===== src/rtl/stopwatch_pkg.sv =====
// rtl/stopwatch_pkg.sv - shared state encoding and count limits for the stopwatch
package stopwatch_pkg;

  typedef enum logic [1:0] {
    IDLE  = 2'd0,
    RUN   = 2'd1,
    PAUSE = 2'd2
  } state_t;

  localparam logic [5:0] SEC_MAX = 6'd59;
  localparam logic [7:0] MIN_MAX = 8'd99;

endpackage


===== src/rtl/rise_edge_det.sv =====
// rtl/rise_edge_det.sv - single-flop rising-edge detector for debounced levels
module rise_edge_det (
  input  logic clk,
  input  logic rst_n,
  input  logic level,
  output logic rise
);

  logic level_q;

  always_ff @(posedge clk or negedge rst_n) begin
    if (!rst_n) level_q <= 1'b0;
    else        level_q <= level;
  end

  assign rise = level & ~level_q;

endmodule


===== src/rtl/stopwatch_seconds_ctrl.sv =====
// rtl/stopwatch_seconds_ctrl.sv - run control FSM, 1 s prescaler and 0-59 seconds counter
import stopwatch_pkg::*;

module stopwatch_seconds_ctrl #(
  parameter int TICK_DIV = 100_000_000
) (
  input  logic       clk,
  input  logic       rst_n,
  input  logic       start,
  input  logic       stop,
  input  logic       clear,
  output logic [5:0] seconds,
  output logic       minute_en,
  output logic       minutes_clr,
  output logic       running
);

  localparam int PW = $clog2(TICK_DIV);
  localparam logic [PW-1:0] PRE_LAST = PW'(TICK_DIV - 1);

  state_t        state;
  state_t        state_nxt;
  logic [PW-1:0] prescaler;
  logic [5:0]    sec_q;
  logic          clr_q;
  logic          start_e;
  logic          stop_e;
  logic          clear_e;
  logic          sec_tick;
  logic          tick_go;

  rise_edge_det u_start_det (.clk(clk), .rst_n(rst_n), .level(start), .rise(start_e));
  rise_edge_det u_stop_det  (.clk(clk), .rst_n(rst_n), .level(stop),  .rise(stop_e));
  rise_edge_det u_clear_det (.clk(clk), .rst_n(rst_n), .level(clear), .rise(clear_e));

  assign sec_tick = (state == RUN) && (prescaler == PRE_LAST);
  // A clear or stop landing on the tick cycle swallows it; a stopped tick re-fires on resume.
  assign tick_go  = sec_tick && !clear_e && !stop_e;

  always_ff @(posedge clk or negedge rst_n) begin
    if (!rst_n) state <= IDLE;
    else        state <= state_nxt;
  end

  always_comb begin
    state_nxt = state;
    if (clear_e) begin
      state_nxt = IDLE;
    end else begin
      case (state)
        IDLE:    if (start_e && !stop_e) state_nxt = RUN;
        RUN:     if (stop_e)             state_nxt = PAUSE;
        PAUSE:   if (start_e && !stop_e) state_nxt = RUN;
        default:                         state_nxt = IDLE;
      endcase
    end
  end

  always_comb begin
    running   = (state == RUN);
    minute_en = tick_go && (sec_q == SEC_MAX);
  end

  always_ff @(posedge clk or negedge rst_n) begin
    if (!rst_n) begin
      prescaler <= '0;
      sec_q     <= 6'd0;
      clr_q     <= 1'b0;
    end else begin
      clr_q <= clear_e;
      if (clear_e || (state != RUN && state != PAUSE)) begin
        prescaler <= '0;
        sec_q     <= 6'd0;
      end else if (state == RUN && !stop_e) begin
        if (sec_tick) begin
          prescaler <= '0;
          sec_q     <= (sec_q == SEC_MAX) ? 6'd0 : sec_q + 6'd1;
        end else begin
          prescaler <= prescaler + 1'b1;
        end
      end
    end
  end

  assign seconds     = sec_q;
  assign minutes_clr = clr_q;

endmodule


===== config.mk =====
export PLATFORM = sky130hd
export DESIGN_NAME = stopwatch_seconds_ctrl
export DESIGN_NICKNAME = d
export VERILOG_FILES = /design/src/rtl/stopwatch_pkg.sv /design/src/rtl/rise_edge_det.sv /design/src/rtl/stopwatch_seconds_ctrl.sv
export SDC_FILE = /design/constraint.sdc
export NUM_CORES = 1
export LEC_CHECK = 0
export CAP_MARGIN = 10
export CORE_AREA = 3 3 70 72
export CTS_CLUSTER_SIZE = 14
export DETAILED_ROUTE_END_ITERATION = 8
export DIE_AREA = 0 0 73 75
export GPL_ROUTABILITY_DRIVEN = 0
export PLACE_DENSITY_LB_ADDON = 0.1
export SYNTH_ARGS = -nofsm -noshare
export SYNTH_HDL_FRONTEND = slang
export SYNTH_SLANG_ARGS = --single-unit

===== constraint.sdc =====
create_clock -name clk -period 2 [get_ports clk]
set_input_delay 0.4 -clock clk [delete_from_list [all_inputs] [get_ports clk]]
set_output_delay 0.4 -clock clk [all_outputs]
set_load 0.02 [all_outputs]

# After elaboration in Yosys (flattened, before gate mapping)
# Index checks and enable logic that the tools add are counted.
dict set report word_totals {
  ff_bits 39
  in_bits 5
  wordCells 50
}
dict set report op_classes {
  n_addsub 2
  n_eq_ne 8
  muxes 11
  bitwise 6
  n_reduce_logical 16
}
# op count
set ops {}
lappend ops {{two-way mux 27 bit} 3}
lappend ops {{adder 27 x 1 -> 27 bit (second input constant)} 1}
lappend ops {{== test 27 bit (second input constant)} 1}
lappend ops {{two-way mux 6 bit} 4}
lappend ops {{logical AND 1 bit} 7}
lappend ops {{adder 6 x 1 -> 6 bit (second input constant)} 1}
lappend ops {{== test 6 bit (second input constant)} 1}
lappend ops {{two-way mux 2 bit} 3}
lappend ops {{!= test 3 x 1 -> 1 bit (second input constant)} 2}
lappend ops {{one-hot mux 2 bit (2 select lines)} 1}
lappend ops {{AND reduction 2 bit} 2}
lappend ops {{nonzero test 2 bit} 2}
lappend ops {{bitwise AND 1 bit} 3}
lappend ops {{inverter 1 bit} 3}
lappend ops {{== test 2 x 1 -> 1 bit (second input constant)} 1}
lappend ops {{== test 2 bit (second input constant)} 1}
lappend ops {{zero test 1 bit} 2}
lappend ops {{zero test 2 bit} 1}
lappend ops {{!= test 2 x 1 -> 1 bit (second input constant)} 1}
lappend ops {{!= test 2 bit (second input constant)} 1}
lappend ops {{OR reduction 2 bit} 1}
lappend ops {{logical OR 1 bit} 1}

# Logic depth before layout (Yosys ltp)
# Gate-level depths: netlist of run 1.
dict set report logic_depth {
  depth_word 7
  mapped_depth 8
  ltp_nobuf 7
}

# Hierarchy
# Synthesis of run 1 repeated with hierarchy kept, for this count alone.
dict set report unflattened {
  cells_unflattened 222
  area_unflattened_um2 2084.5
}
# module instances cells_per_inst area_per_inst_um2 seq_area_each_um2
set by_module_without_submodules {}
lappend by_module_without_submodules {stopwatch_seconds_ctrl 1 216 1968.1 900.9}
lappend by_module_without_submodules {rise_edge_det 3 2 38.8 25.0}

# Worst setup path after synthesis of run 1
# OpenSTA, ideal clock, no wires.
dict set report synth_path {
  path_kind {flip-flop to output port}
  startpoint {register state[1]}
  endpoint {output port minute_en}
  arrival_time_ps 1721
  required_time_ps 1600
  setup_slack_ps -121
  path_stages_with_launch 7
  cell_sequence {dfrtp_1 -> inv_1 -> ha_1 -> and2_1 -> clkbuf_1 -> nand3_1 -> nor2_1}
}
dict set report synth_via {
  elab_chain_len 5
}
# item line_no
set synth_rtl {}
lappend synth_rtl {{start: declaration} stopwatch_seconds_ctrl.sv:21} ;# state_t state;
lappend synth_rtl {{start signal: assignment} stopwatch_seconds_ctrl.sv:42} ;# else state <= state_nxt;
lappend synth_rtl {{== test 2 x 1 -> 1 bit} n/a}
lappend synth_rtl {{net running} stopwatch_seconds_ctrl.sv:15} ;# output logic running
lappend synth_rtl {{logical AND 1 bit} stopwatch_seconds_ctrl.sv:36} ;# assign sec_tick = (state == RUN) && (prescaler == PRE_LAST);
lappend synth_rtl {{logical AND 1 bit (2 in series)} stopwatch_seconds_ctrl.sv:38} ;# assign tick_go = sec_tick && !clear_e && !stop_e;
lappend synth_rtl {{logical AND 1 bit} stopwatch_seconds_ctrl.sv:61} ;# minute_en = tick_go && (sec_q == SEC_MAX);
lappend synth_rtl {{end: declaration} stopwatch_seconds_ctrl.sv:13} ;# output logic minute_en,
# The timed path passes the listed nets, and every way through them passes these cells.

# Final worst setup path of run 1
dict set report layout_path {
  startpoint {register prescaler[8]}
  endpoint {output port minute_en}
}
dict set report layout_via {
  elab_chain_len 5
}
# item line_no
set layout_rtl {}
lappend layout_rtl {{start: declaration} stopwatch_seconds_ctrl.sv:23} ;# logic [PW-1:0] prescaler;
lappend layout_rtl {{start signal: assignment} stopwatch_seconds_ctrl.sv:79} ;# prescaler <= prescaler + 1'b1;
lappend layout_rtl {{== test 27 bit} stopwatch_seconds_ctrl.sv:36}
lappend layout_rtl {{logical AND 1 bit} stopwatch_seconds_ctrl.sv:36}
lappend layout_rtl {{logical AND 1 bit (2 in series)} stopwatch_seconds_ctrl.sv:38}
lappend layout_rtl {{logical AND 1 bit} stopwatch_seconds_ctrl.sv:61}
# No other way between the ends.

==> flow_metrics.py, run 1 <==
metrics = {
    "logic_synthesis": {
        "synth_area_leaders": "dfrtp_1, xnor2_1, nor2_1, a21oi_1, nand2_1",
        "syn-instance-count": 230,
        "ys.warnings.count": 0,
        "yosys.area.top_type": "dfrtp_1",
        "synth_top_cells_by_count": "dfrtp_1, nor2_1, nand2_1",
        "syn_area_um2": 2160,
        "synth_ff_type": "dfrtp_1",
        "async_flop_share_pct": 100,
        "syn_area_per_cell_um2": 9.39,
        "seq_area_frac_synth_pct": 45.2,
        "synth_top_area_share_pct": 45.2,
        "synth_edf_count": 0,
        "ys_ff_latch": 39,
        "yosysUniqueCellTypes": 49,
        "synth.most_common_cell": "dfrtp_1",
        "syn_nets": 240,
    },
    "clock_tree": {
        "cts_num_sinks": 39,
        "htree_levels": 2,
        "cts_made_buffers": 5,
        "clk_latency_ps": 300,
        "root_buffer": "clkbuf_8",
        "cts_max_path_buffers": 2,
        "cts_hold_buf": 0,
        "path_clk_slew_ps": 80,
        "cts_tree": "built",
    },
    "place": {
        "dpl_cell_area_um2": 2820,
        "portBuffers": 13,
        "hpwl_um": 3780,
    },
    "power": {
        "p_leak_nw": 1.36,
        "power_mw": 2.34,
        "powerDensity_nw_per_um2": 742,
        "vdd_drop_max_uv": 861,
    },
    "timing": {
        "setup_ws_ps": -42.4,
        "fin_crit_ps": 2040,
        "finalClockSkew_ps": 7.29,
        "maxSlewViolCount": 0,
        "timing_worst_slew_pin_value_ps": 496,
        "rsz0062_at_grt": "yes",
        "max_slew_margin_pct": 67.0,
        "setup_viol": 3,
        "max_freq_mhz": 490,
        "hold_viol": 0,
        "post-route-period-util_pct": 102,
    },
    "grt": {
        "use_met1_pct": 26.8,
        "grt_pass1_vias": 2074,
        "grt-busiest-layer": "met2",
        "grt_max_degree": 40,
        "grt-ovfl-total": 0,
        "grt_util_all_layers_pct": 22.0,
        "antenna_found_initial": 0,
        "grt_pass1_wl_um": 9230,
        "met3_usage_pct": 5.34,
        "use_met2_pct": 36.6,
    },
    "routing": {
        "via_per_inst": 5.48,
        "drt_iter0_drc": 97,
        "totalWireLength_um": 5500,
        "detail-route-antenna-nets": 0,
        "wl_per_cell_um": 15.0,
        "vias": 2006,
        "post-route-drc-count": 0,
        "drt-pass1-iter-count": 4,
    },
    "run_status": {
        "outcome": "finished, violations left",
        "violations": "setup timing",
    },
    "job": {
        "cap_viol_max_count": 0,
    },
    "worst_setup_path": {
        "ff2ff_path_depth": 6,
        "critPathKind": "flop to output pin",
        "critical_path_arrival_ps": 1640,
        "worstPathMaxFanout": 2,
        "worst_setup_path_end_kind": "output pin",
        "crit_path_start_kind": "flop",
        "worstReg2RegEnd": "seconds[4]$_DFFE_PN0P_",
        "cp-endpoint": "minute_en",
        "timing.rr.start": "prescaler[11]$_DFFE_PN0P_",
        "r2r_slack_ps": -30,
        "crit_path_start": "prescaler[8]$_DFFE_PN0P_",
        "critical_path_required_ps": 1600,
    },
    "final_layout": {
        "layout-drive-gt1-share_pct": 38.2,
        "num-fill-cells": 325,
        "final_nets": 323,
        "area_growth_pct": 45.9,
        "fin_area_um2": 3150,
        "diodes": 0,
    },
    "die": {
        "die_w_um": 73,
        "die_area_um2": 5480,
        "ios": 14,
        "initial_core_util_pct": 49.6,
        "core_area_um2": 4350,
        "num_rows": 24,
        "fp.dieH_um": 75,
    },
    "hold_path": {
        "hold_path.class": "input pin to async pin",
    },
}
-- power breakdown --
| part | internal [mW] | total [mW] | switching (mW) |
|---|---|---|---|
| registers | 0.811 | 0.825 | 0.0132 |
| logic | 0.297 | 0.719 | 0.422 |
| clock network | 0.498 | 0.794 | 0.297 |
| total | 1.61 | 2.34 | 0.732 |
-- timing repair --
action	CTS	global route
endpoints found under the setup margin	7	9
pin swaps	10	13
cloned	0	0
resized for setup	23	22
setup buffers	5	3
-- how the worst min path moves through the flow --
stage / slack (ps) / endpoint
floorplan: 100 / minutes_clr$_DFF_PN0_
global placement: 490 / prescaler[25]$_DFFE_PN0P_
detailed placement: 490 / prescaler[25]$_DFFE_PN0P_
CTS: 170 / prescaler[8]$_DFFE_PN0P_
global route: 190 / prescaler[12]$_DFFE_PN0P_
finish: 150 / prescaler[12]$_DFFE_PN0P_
-- per-stage QoR --
| step | TNS, ps | instances | util (%) | setup slack (ps) | hold slack, ps |
|---|---|---|---|---|---|
| 3_5_place_dp | -1870 | 351 | 64.7 | -392 | 489 |
| 2_1_floorplan | 0 | 230 | - | 19.6 | 104 |
| 6_report | -73.3 | 366 | 72.4 | -42.4 | 148 |
| 3_3_place_gp | -1600 | 351 | 64.7 | -365 | 486 |
| 5_1_grt | -438 | 366 | 72.4 | -138 | 188 |
| 4_1_cts | -117 | 364 | 70.5 | -73.6 | 167 |
-- cells in the final DEF (no fill, tap or decap), types with 3 or more instances in the layout --
| cell | n |
|---|---|
| nand3_1 | 11 |
| nand3_2 | 3 |
| and4_4 | 5 |
| nor3_1 | 4 |
| buf_6 | 5 |
| nand2_1 | 18 |
| and2_1 | 4 |
| a21oi_1 | 12 |
| mux2i_1 | 3 |
| a21oi_2 | 3 |
| nand4_1 | 4 |
| o21ai_0 | 5 |
| buf_4 | 64 |
| xnor2_1 | 16 |
| inv_2 | 4 |
| dfrtp_1 | 39 |
| nor4_1 | 8 |
| clkdlybuf4s50_1 | 10 |
| clkbuf_8 | 5 |
| nor2_1 | 28 |
| inv_1 | 4 |
-- cell families after synthesis --
| group | after synthesis | share of synthesized area [%] |
|---|---|---|
| simple gates | 120 | 31.9 |
| xor+xnor | 18 | 7.30 |
| fa+ha+maj | 5 | 2.90 |
| mux | 3 | 1.39 |
| compound gates | 31 | 8.69 |
| flops | 39 | 45.2 |
| buf+inv | 14 | 2.66 |
-- registers in the layout (all words and copies together), names as in the netlist --
signal	flops
seconds	6
u_clear_det.level_q	1
state	2
u_start_det.level_q	1
prescaler	27
minutes_clr	1
u_stop_det.level_q	1
-- cell type report --
cell class                      count  area [µm²]  area share (%)
Tap cell                           52        65.1            2.07
Inverter                            8        30.0           0.953
Clock buffer                        5        68.8            2.18
Clock inverter                      3        67.6            2.14
Multi-Input combinational cell    177        1270            40.4
Sequential cell                    39         976            31.0
Timing Repair Buffer               82         671            21.3
-- worst max-delay path: stages, from the launching register on --
cell and delay (ps):
dfrtp_1 380, nand3b_1 250, nor4_4 350, nand3_2 120, nor2_2 100, buf_4 140
-- routing by layer --
metal,up-vias,routed length (µm)
li1,994,-
met1,960,2420
met4,0,120
met2,40,2730
met3,12,236
met5,-,0
(Power assumes the default switching activity.)
==> run 2: changes to the inputs <==
==> constraint.sdc (replaced) <==
create_clock -name clk -period 1.7 [get_ports clk]
set_input_delay 0.34 -clock clk [delete_from_list [all_inputs] [get_ports clk]]
set_output_delay 0.34 -clock clk [all_outputs]
set_load 0.02 [all_outputs]
==> flow_metrics.py, run 2 (same netlist as run 1, synthesis figures left out) <==
metrics = {
    "run_status": {
        "outcome": "finished, violations left",
        "violations": "hold timing, setup timing",
    },
    "clock_tree": {
        "cts_made_buffers": 5,
        "clk_latency_ps": 300,
        "cts_tree": "built",
        "cts_max_path_buffers": 2,
        "cts_hold_buf": 0,
        "path_clk_slew_ps": 80,
        "root_buffer": "clkbuf_8",
        "htree_levels": 2,
        "cts_num_sinks": 39,
    },
    "die": {
        "num_rows": 24,
        "die_area_um2": 5480,
        "ios": 14,
        "core_area_um2": 4350,
        "die_w_um": 73,
        "fp.dieH_um": 75,
        "initial_core_util_pct": 49.6,
    },
    "worst_setup_path": {
        "worst_setup_path_end_kind": "flop",
        "critical_path_arrival_ps": 2240,
        "critPathKind": "flop to flop",
        "max_stage_delay_ps": 540,
        "crit_chain": "buf_4, and4_4, nand2_2, or4_4, or3b_1, a31oi_1",
        "worstReg2RegEnd": "prescaler[24]$_DFFE_PN0P_",
        "crit_path_start": "prescaler[11]$_DFFE_PN0P_",
        "cp-endpoint": "prescaler[24]$_DFFE_PN0P_",
        "critPathSlowestCell": "or4_4",
        "timing.rr.start": "prescaler[11]$_DFFE_PN0P_",
        "crit_path_start_kind": "flop",
        "critical_path_required_ps": 1910,
        "ff2ff_path_depth": 6,
        "r2r_slack_ps": -330,
        "worstPathMaxFanout": 5,
    },
    "grt": {
        "antenna_found_initial": 0,
        "grt-ovfl-total": 0,
        "grt_pass1_vias": 2398,
        "grt_util_all_layers_pct": 28.9,
        "grt_pass1_wl_um": 11800,
        "grt_max_degree": 22,
    },
    "place": {
        "place_ws_ps": -487,
        "dpl_cell_area_um2": 3000,
        "post-place-cells": 361,
        "portBuffers": 13,
        "hpwl_um": 4280,
    },
    "hold_path": {
        "hold_path.class": "input pin to async pin",
    },
    "final_layout": {
        "top_register": "prescaler",
        "utilization_pct": 85.9,
        "final_nets": 345,
        "mostFrequentLayoutCells": "buf_4, dfrtp_1, nor2_1",
        "final_common_cell": "buf_4",
        "fin_area_um2": 3740,
        "area_growth_pct": 73.1,
        "diodes": 0,
        "finalNonFillerCells": 388,
        "largest_register_ffs": 27,
        "layout-drive-gt1-share_pct": 51.8,
    },
    "power": {
        "powerDensity_nw_per_um2": 813,
        "vdd_drop_max_uv": 518,
        "power_mw": 3.04,
        "p_leak_nw": 1.57,
    },
    "timing": {
        "finalClockSkew_ps": 8.90,
        "hold_viol": 18,
        "whs_ps": -11.7,
        "setup_ws_ps": -329,
        "rsz0062_at_grt": "yes",
        "maxSlewViolCount": 0,
        "fin_crit_ps": 2030,
        "max_freq_mhz": 493,
        "timing_worst_slew_pin_value_ps": 471,
        "tns_ps": -5220,
        "setup_viol": 31,
        "max_slew_margin_pct": 68.6,
        "post-route-period-util_pct": 119,
    },
    "routing": {
        "via_per_inst": 6.13,
        "post-route-drc-count": 0,
        "drt_iter0_drc": 176,
        "wl_per_cell_um": 21.0,
        "detail-route-antenna-nets": 0,
        "drt-pass1-iter-count": 6,
        "totalWireLength_um": 8140,
        "vias": 2378,
    },
    "job": {
        "cap_viol_max_count": 0,
    },
}
run 2: worst min-delay path by stage:
stage	slack, ps	end
final	-10	seconds[3]$_DFFE_PN0P_
after CTS	0.8	seconds[3]$_DFFE_PN0P_
after detailed placement	310	u_start_det.level_q$_DFF_PN0_
after floorplan	40	minutes_clr$_DFF_PN0_
after global placement	320	u_stop_det.level_q$_DFF_PN0_
after global routing	9	seconds[3]$_DFFE_PN0P_
run 2: area by class of cell:
class,count,area [µm²]
clock buffers,7,76.3
multi-input cells,180,1660
well taps,52,65.1
fillers,220,616
repair buffers,101,926
clock inverters,1,5.00
inverters,8,30.0
flip-flops and latches,39,976
run 2: timing repair:
action | CTS | global route
pin swaps | 31 | 17
endpoints found under the hold margin | 0 | 0
setup buffers | 12 | 6
gates resized for setup | 76 | 33
cloned | 4 | 0
endpoints found under the setup margin | 37 | 34
run 2: critical path: cells and delay by family (launching register included):
kind	cells	cell delay [ps]
buf+inv	1	160
flops	1	410
simple gates	4	1240
compound gates	1	140
run 2: layer usage:
layer / GRT usage, % / routed length (µm) / up-vias
met5: 0 / 0 / -
met4: 13.5 / 342 / 0
met3: 5.61 / 492 / 40
met2: 51.3 / 4180 / 113
met1: 33.4 / 3120 / 1173
li1: - / - / 1052
run 2: power breakdown:
part / switching (mW) / internal, mW / leakage (nW)
logic: 0.827 / 0.619 / 0.994
registers: 0.0290 / 0.955 / 0.535
clock network: 0.322 / 0.288 / 0.0422
